### src/rtl/fir_decim_fifo.sv
// rtl/fir_decim_fifo.sv - FIR output decimator (by 2^DECIM_LOG2) feeding a valid/ready FIFO with sticky overflow
// Optional macro FIR_DECIM_AVG_EN: emit the truncated average of each group instead of its last sample.
module fir_decim_fifo #(
  parameter int DATA_W     = 8,
  parameter int DECIM_LOG2 = 2,
  parameter int DEPTH      = 8
) (
  input  logic                    clk,
  input  logic                    rst,
  input  logic [DATA_W-1:0]       y_in,
  input  logic                    in_en,
  output logic [DATA_W-1:0]       m_data,
  output logic                    m_valid,
  input  logic                    m_ready,
  output logic [$clog2(DEPTH):0]  level,
  output logic                    ovf,
  input  logic                    ovf_clr
);

  localparam int AW   = $clog2(DEPTH);
  localparam int LW   = AW + 1;
  localparam int PH_W = (DECIM_LOG2 > 0) ? DECIM_LOG2 : 1;
  localparam logic [PH_W-1:0] LAST_PH  = PH_W'((1 << DECIM_LOG2) - 1);
  localparam logic [LW-1:0]   FULL_LVL = LW'(DEPTH);

  logic [PH_W-1:0]   phase;
  logic [DATA_W-1:0] mem [DEPTH];
  logic [AW-1:0]     wr_ptr;
  logic [AW-1:0]     rd_ptr;
  logic [DATA_W-1:0] dec_sample;
  logic              last;
  logic              push;
  logic              pop;
  logic              full;
  logic              wr_en;
  logic              drop;

  // With DECIM_LOG2=0 the phase is pinned at 0, so every accepted sample is the last of its group.
  assign last = (phase == LAST_PH);
  assign push = in_en & last;

  always_ff @(posedge clk or negedge rst) begin
    if (!rst) begin
      phase <= '0;
    end else if (in_en) begin
      phase <= last ? '0 : phase + PH_W'(1);
    end
  end

`ifdef FIR_DECIM_AVG_EN
  localparam int ACC_W = DATA_W + DECIM_LOG2;

  logic [ACC_W-1:0] acc;
  logic [ACC_W-1:0] acc_sum;

  // The first sample of a group reloads the sum directly, so no clear cycle is needed.
  assign acc_sum    = (phase == '0) ? ACC_W'(y_in) : acc + ACC_W'(y_in);
  assign dec_sample = DATA_W'(acc_sum >> DECIM_LOG2);

  always_ff @(posedge clk or negedge rst) begin
    if (!rst) begin
      acc <= '0;
    end else if (in_en) begin
      acc <= acc_sum;
    end
  end
`else
  assign dec_sample = y_in;
`endif

  assign m_valid = (level != '0);
  assign pop     = m_valid & m_ready;
  assign full    = (level == FULL_LVL);
  // A pop on the same edge frees the slot that a push into a full FIFO needs.
  assign wr_en   = push & (~full | pop);
  assign drop    = push & full & ~pop;
  assign m_data  = m_valid ? mem[rd_ptr] : '0;

  always_ff @(posedge clk) begin
    if (wr_en) begin
      mem[wr_ptr] <= dec_sample;
    end
  end

  always_ff @(posedge clk or negedge rst) begin
    if (!rst) begin
      wr_ptr <= '0;
      rd_ptr <= '0;
      level  <= '0;
      ovf    <= 1'b0;
    end else begin
      if (wr_en) begin
        wr_ptr <= wr_ptr + AW'(1);
      end
      if (pop) begin
        rd_ptr <= rd_ptr + AW'(1);
      end
      case ({wr_en, pop})
        2'b10:   level <= level + LW'(1);
        2'b01:   level <= level - LW'(1);
        default: level <= level;
      endcase
      if (drop) begin
        ovf <= 1'b1;
      end else if (ovf_clr) begin
        ovf <= 1'b0;
      end
    end
  end

endmodule

### config.mk
export PLATFORM = sky130hd
export DESIGN_NAME = fir_decim_fifo
export DESIGN_NICKNAME = d
export VERILOG_FILES = /design/src/rtl/fir_decim_fifo.sv
export SDC_FILE = /design/constraint.sdc
export NUM_CORES = 1
export LEC_CHECK = 0
export CAP_MARGIN = 40
export CORE_ASPECT_RATIO = 2
export CORE_MARGIN = 4
export CORE_UTILIZATION = 51
export CTS_CLUSTER_SIZE = 12
export DETAILED_ROUTE_END_ITERATION = 6
export PLACE_DENSITY = 0.71
export SLEW_MARGIN = 30
export SYNTH_ARGS = -nofsm -noshare
export SYNTH_HDL_FRONTEND = slang
export SYNTH_SLANG_ARGS = --single-unit
### constraint.sdc
create_clock -name clk -period 2.1 [get_ports clk]
set_input_delay 0.21 -clock clk [delete_from_list [all_inputs] [get_ports clk]]
set_output_delay 0.21 -clock clk [all_outputs]
set_load 0.1 [all_outputs]
Word-level counts from Yosys, hierarchy flattened

Memories as Yosys holds them, arrays and structs flattened.
Index checks and enable logic that the tools add are counted.

Reductions and logical operators: 3
Bitwise gates (word level): 8
Multiplexer cells: 7
Eq/ne operators: 4
Add/subtract/negate cells: 5

Operators by type and width:

| cell                                                                | count |
|---|---|
| 8-bit 2-to-1 mux                                                    | 1 |
| 4-bit case mux with 2 select lines                                  | 1 |
| 3-bit by 1-bit adder with 3-bit output (second input constant)      | 2 |
| 1-bit bitwise AND                                                   | 5 |
| 4-bit by 1-bit adder with 4-bit output (second input constant)      | 1 |
| 2-bit == test (second input constant)                               | 2 |
| 4-bit == test (second input constant)                               | 1 |
| 1-bit 2-to-1 mux                                                    | 4 |
| 2-bit nonzero test                                                  | 2 |
| 4-bit nonzero test                                                  | 1 |
| 4-bit by 1-bit subtractor with 4-bit output (second input constant) | 1 |
| 2-bit by 1-bit adder with 2-bit output (second input constant)      | 1 |
| 2-bit by 1-bit == test with 1-bit output (second input constant)    | 1 |
| 2-bit 2-to-1 mux                                                    | 1 |
| 1-bit NOT                                                           | 2 |
| 1-bit OR                                                            | 1 |

Memories: 1
Output and inout bits: 14
Bits in registers: 13
RAM bits: 64
Word-level logic and storage cells: 33
Input port bits: 13

Memory list:

| memory | words | width | rd ports | clocked after Yosys merged registers in | write ports | line | source |
|---|---|---|---|---|---|---|---|
| mem    | 8     | 8     | 1        | 0                                       | 1           | 27   | `logic [DATA_W-1:0] mem [DEPTH];` |

Logic depth before layout (Yosys ltp)

Depth in word-level cells: 6
Mapped depth: 9
Gate-level depth less buffers: 8

Least setup slack after synthesis

No wires, ideal clock.

Kind: register to output
From: reg level[1]
To: out m_data[0]
Cell stages (with the launch flop): 5
Arrival time: 3888 ps
Data required time: 1890 ps
Path buffers: 1
Setup slack: -1998 ps
Path through: dfrtp_1 -> clkbuf_8 -> nor4_4 -> a221o_2 -> a221oi_1

Longest elaborated chain between the ends: 2

RTL lines:

| element                | line | source |
|---|---|---|
| start, declared        | 15   | `output logic [$clog2(DEPTH):0] level,` |
| start signal, assigned | 99   | `2'b10: level <= level + LW'(1);` |
| start signal, assigned | 100  | `2'b01: level <= level - LW'(1);` |
| start signal, assigned | 101  | `default: level <= level;` |
| 4-bit nonzero test     | 71   | `assign m_valid = (level != '0);` |
| 8-bit 2-to-1 mux       | 77   | `assign m_data = m_valid ? mem[rd_ptr] : '0;` |
| end, declared          | 12   | `output logic [DATA_W-1:0] m_data,` |

Every way passes these cells.

Worst setup path after layout

From: reg rd_ptr[2]
To: out m_data[4]

Longest elaborated chain between the ends: 2

RTL lines:

| element                | line | source |
|---|---|---|
| start, declared        | 29   | `logic [AW-1:0] rd_ptr;` |
| start signal, assigned | 96   | `rd_ptr <= rd_ptr + AW'(1);` |
| memory 8 x 8 bit       | n/a  |  |
| 8-bit 2-to-1 mux       | 77   |  |

Every way passes these cells.

==> flow_metrics.env <==
export IMPL_status="complete, but fails checks"
export IMPL_violations="negative setup slack"
export IMPL_place_ws_ps=57.3
export IMPL_synth_top_flop_cell="edfxtp_1"
export IMPL_path_clk_slew_ps=50
export IMPL_path_max_fanout=17
export IMPL_vias_per_cell=5.65
export IMPL_fmax_mhz=460
export IMPL_cts_tree="built"
export IMPL_tightestPinTransition_ps=626
export IMPL_reg2reg_to="level[2]"
export IMPL_drc=0
export IMPL_syn_avg_cell_area_um2=16.1
export IMPL_dp_cells=319
export IMPL_synth_nets=219
export IMPL_cts_sinks=77
export IMPL_nFillCells=438
export IMPL_cts_hold_buffers=0
export IMPL_dieWidth_um=64.4
export IMPL_multi_input_area_um2=1130
export IMPL_path_class="flop to output port"
export IMPL_num_vias=1925
export IMPL_track_usage_pct=19.1
export IMPL_rr_worst_depth=8
export IMPL_period_minus_slack_ps=2170
export IMPL_io_buffers=26
export IMPL_postRouteAntennaNets=0
export IMPL_diodes=0
export IMPL_grt_overflow_total=0
export IMPL_ff_latch_area_um2=2260
export IMPL_clk_latency_ps=330
export IMPL_worst_ep_arrival_time_ps=1960
export IMPL_grt_start_max_net_pins=18
export IMPL_post_drt_wl_per_cell_um=20.1
export IMPL_maxCapViolCount=0
export IMPL_ys_seq_elements=77
export IMPL_grt_pass1_vias=2090
export IMPL_start_kind="flop"
export IMPL_async_reset_ff_share_pct=16.9
export IMPL_initial_core_util_pct=53.1
export IMPL_netlist_instances=202
export IMPL_syn_to_final_growth_pct=34.3
export IMPL_dieArea_um2=7780
export IMPL_dpl_hpwl_mm=4.71
export IMPL_grt_pass1_wl_mm=10.8
export IMPL_first_pass_iters=4
export IMPL_drive_gt1_share_pct=35.8
export IMPL_timing_final_ws_setup_ps=-73.8
export IMPL_gp_congestion=0.811
export IMPL_rrSetupSlack_ps=100
export IMPL_ys_warnings_count=0
export IMPL_finalHoldViolCount=0
export IMPL_final_core_util_pct=71.4
export IMPL_core_um2=6110
export IMPL_chipHeight_um=121
export IMPL_synthesis_area_um2=3240
export IMPL_ctsRootBufferMaster="clkbuf_16"
export IMPL_cp_required_ps=1890
export IMPL_rsz0062_at_grt="true"
export IMPL_drt_iter0_markers=111
export IMPL_ioPinCount=27
export IMPL_final_cells=341
export IMPL_synth_edf_count=64
export IMPL_ys_types=37
export IMPL_ys_seq_area_share_pct=69.3
export IMPL_r2r_start="level[1]"
export IMPL_htree_levels=3
export IMPL_endpoint_kind="output port"
export IMPL_maxSlewHeadroom_pct=58.1
export IMPL_cts_buffer_depth=2
export IMPL_setup_viol=7
export IMPL_fin_nets=269
export IMPL_slew_viol_final=0
export IMPL_min_path_type="input port to asynchronous set/reset pin"
export IMPL_wl_mm=6.87
export IMPL_finalClockSkew_ps=4.94
export IMPL_rows=40
export IMPL_grt_antenna_before_repair=0
export IMPL_finalSetupTns_ps=-286
export IMPL_cts_made_buffers=9
export IMPL_timing_final_crit_share_pct=104
==> area by class of cell <==
cell class / instances / area share (%)
Timing Repair Buffer: 47 / 12.2
Clock inverter: 6 / 1.78
Inverter: 3 / 0.574
Multi-Input combinational cell: 114 / 25.9
Tap cell: 84 / 2.41
Sequential cell: 77 / 51.9
Clock buffer: 10 / 5.26
==> layer usage <==
layer | part of all wire, % | wire (µm) | track usage (%)
met5 | 0 | 0 | 0
met4 | 2.9 | 201 | 10.3
met3 | 3.4 | 232 | 4.00
met2 | 58 | 3990 | 34.8
met1 | 36 | 2450 | 20.0
==> worst max-delay path by stage <==
stage	from	to	slack [ps]	depth (start not counted)
2_1_floorplan	level[1]	level[1]	-230	8
3_5_place_dp	level[2]	level[2]	60	8
5_1_grt	rd_ptr[2]	m_data[4]	-130	5
6_report	rd_ptr[2]	m_data[4]	-70	5
4_1_cts	rd_ptr[2]	m_data[4]	-90	5
3_3_place_gp	level[2]	level[1]	150	7
==> cells in the final DEF (no fill, tap or decap), drive strengths merged, types with 5 or more instances in the layout <==
cell type       n
a221o           7
a221oi          8
buf            34
clkbuf         10
clkdlybuf4s50  12
dfrtp          13
edfxtp         64
mux2i          34
nand2           9
nand2b          5
nor2            7
nor3            5
==> synth_stat cells, types with 2 or more instances <==
library cell  instances  area, µm²
a21oi_1               2       10.0
a221o_2               7       78.8
a221oi_1              8       70.1
a22oi_1               2       15.0
buf_1                 3       11.3
buf_2                 2       10.0
buf_4                 2       15.0
dfrtp_1              13        325
edfxtp_1             64       1920
ha_1                  4       50.1
inv_1                 2       7.51
mux2_2                4       45.0
mux2i_1              34        340
nand2_1               8       30.0
nand2b_1              5       31.3
nand3_1               3       15.0
nor2_1                7       26.3
nor2b_1               3       18.8
nor3_1                5       25.0
o21ai_0               2       10.0
o22ai_1               2       12.5
xnor2_1               4       35.0
xor2_1                2       17.5
==> registers in the layout, summed over array words and instances (netlist names) <==
register and cells:
mem 64, wr_ptr 3, rd_ptr 3, level 4, phase 2, ovf 1
==> stage by stage <==
stage                     instance area (µm²)  hold WS, ps
after global placement                   3950          495
after CTS                                4300          275
after global routing                     4360          292
final                                    4360          276
after detailed placement                 3950          505
after floorplan                          3430        -85.6
==> critical path, stage by stage, from the launching register on <==
cell and delay (ps):
dfrtp_2 440, buf_12 170, mux2i_1 130, a221o_2 410
a221oi_4 250, buf_12 220
==> cell families after synthesis <==
logic type	count (synthesis)	share of synthesized area [%]
AOI/OAI and AO/OA	26	6.79
xor gates and xnor gates	6	1.62
adders and majority gates	4	1.54
buffers and inverters	11	1.89
DFF	77	69.3
muxes	38	11.9
and+or+nand+nor	40	7.02
==> what timing repair did <==
action | 4_1_cts | 5_1_grt
buffers inserted | 1 | 4
pin swaps | 0 | 5
gates cloned | 1 | 0
endpoints found under the setup margin | 8 | 10
gates resized for setup | 4 | 5
Power is left out: the tool's default activity adds up to more than one toggle a clock period on the data nets, which glitch-free logic cannot reach.
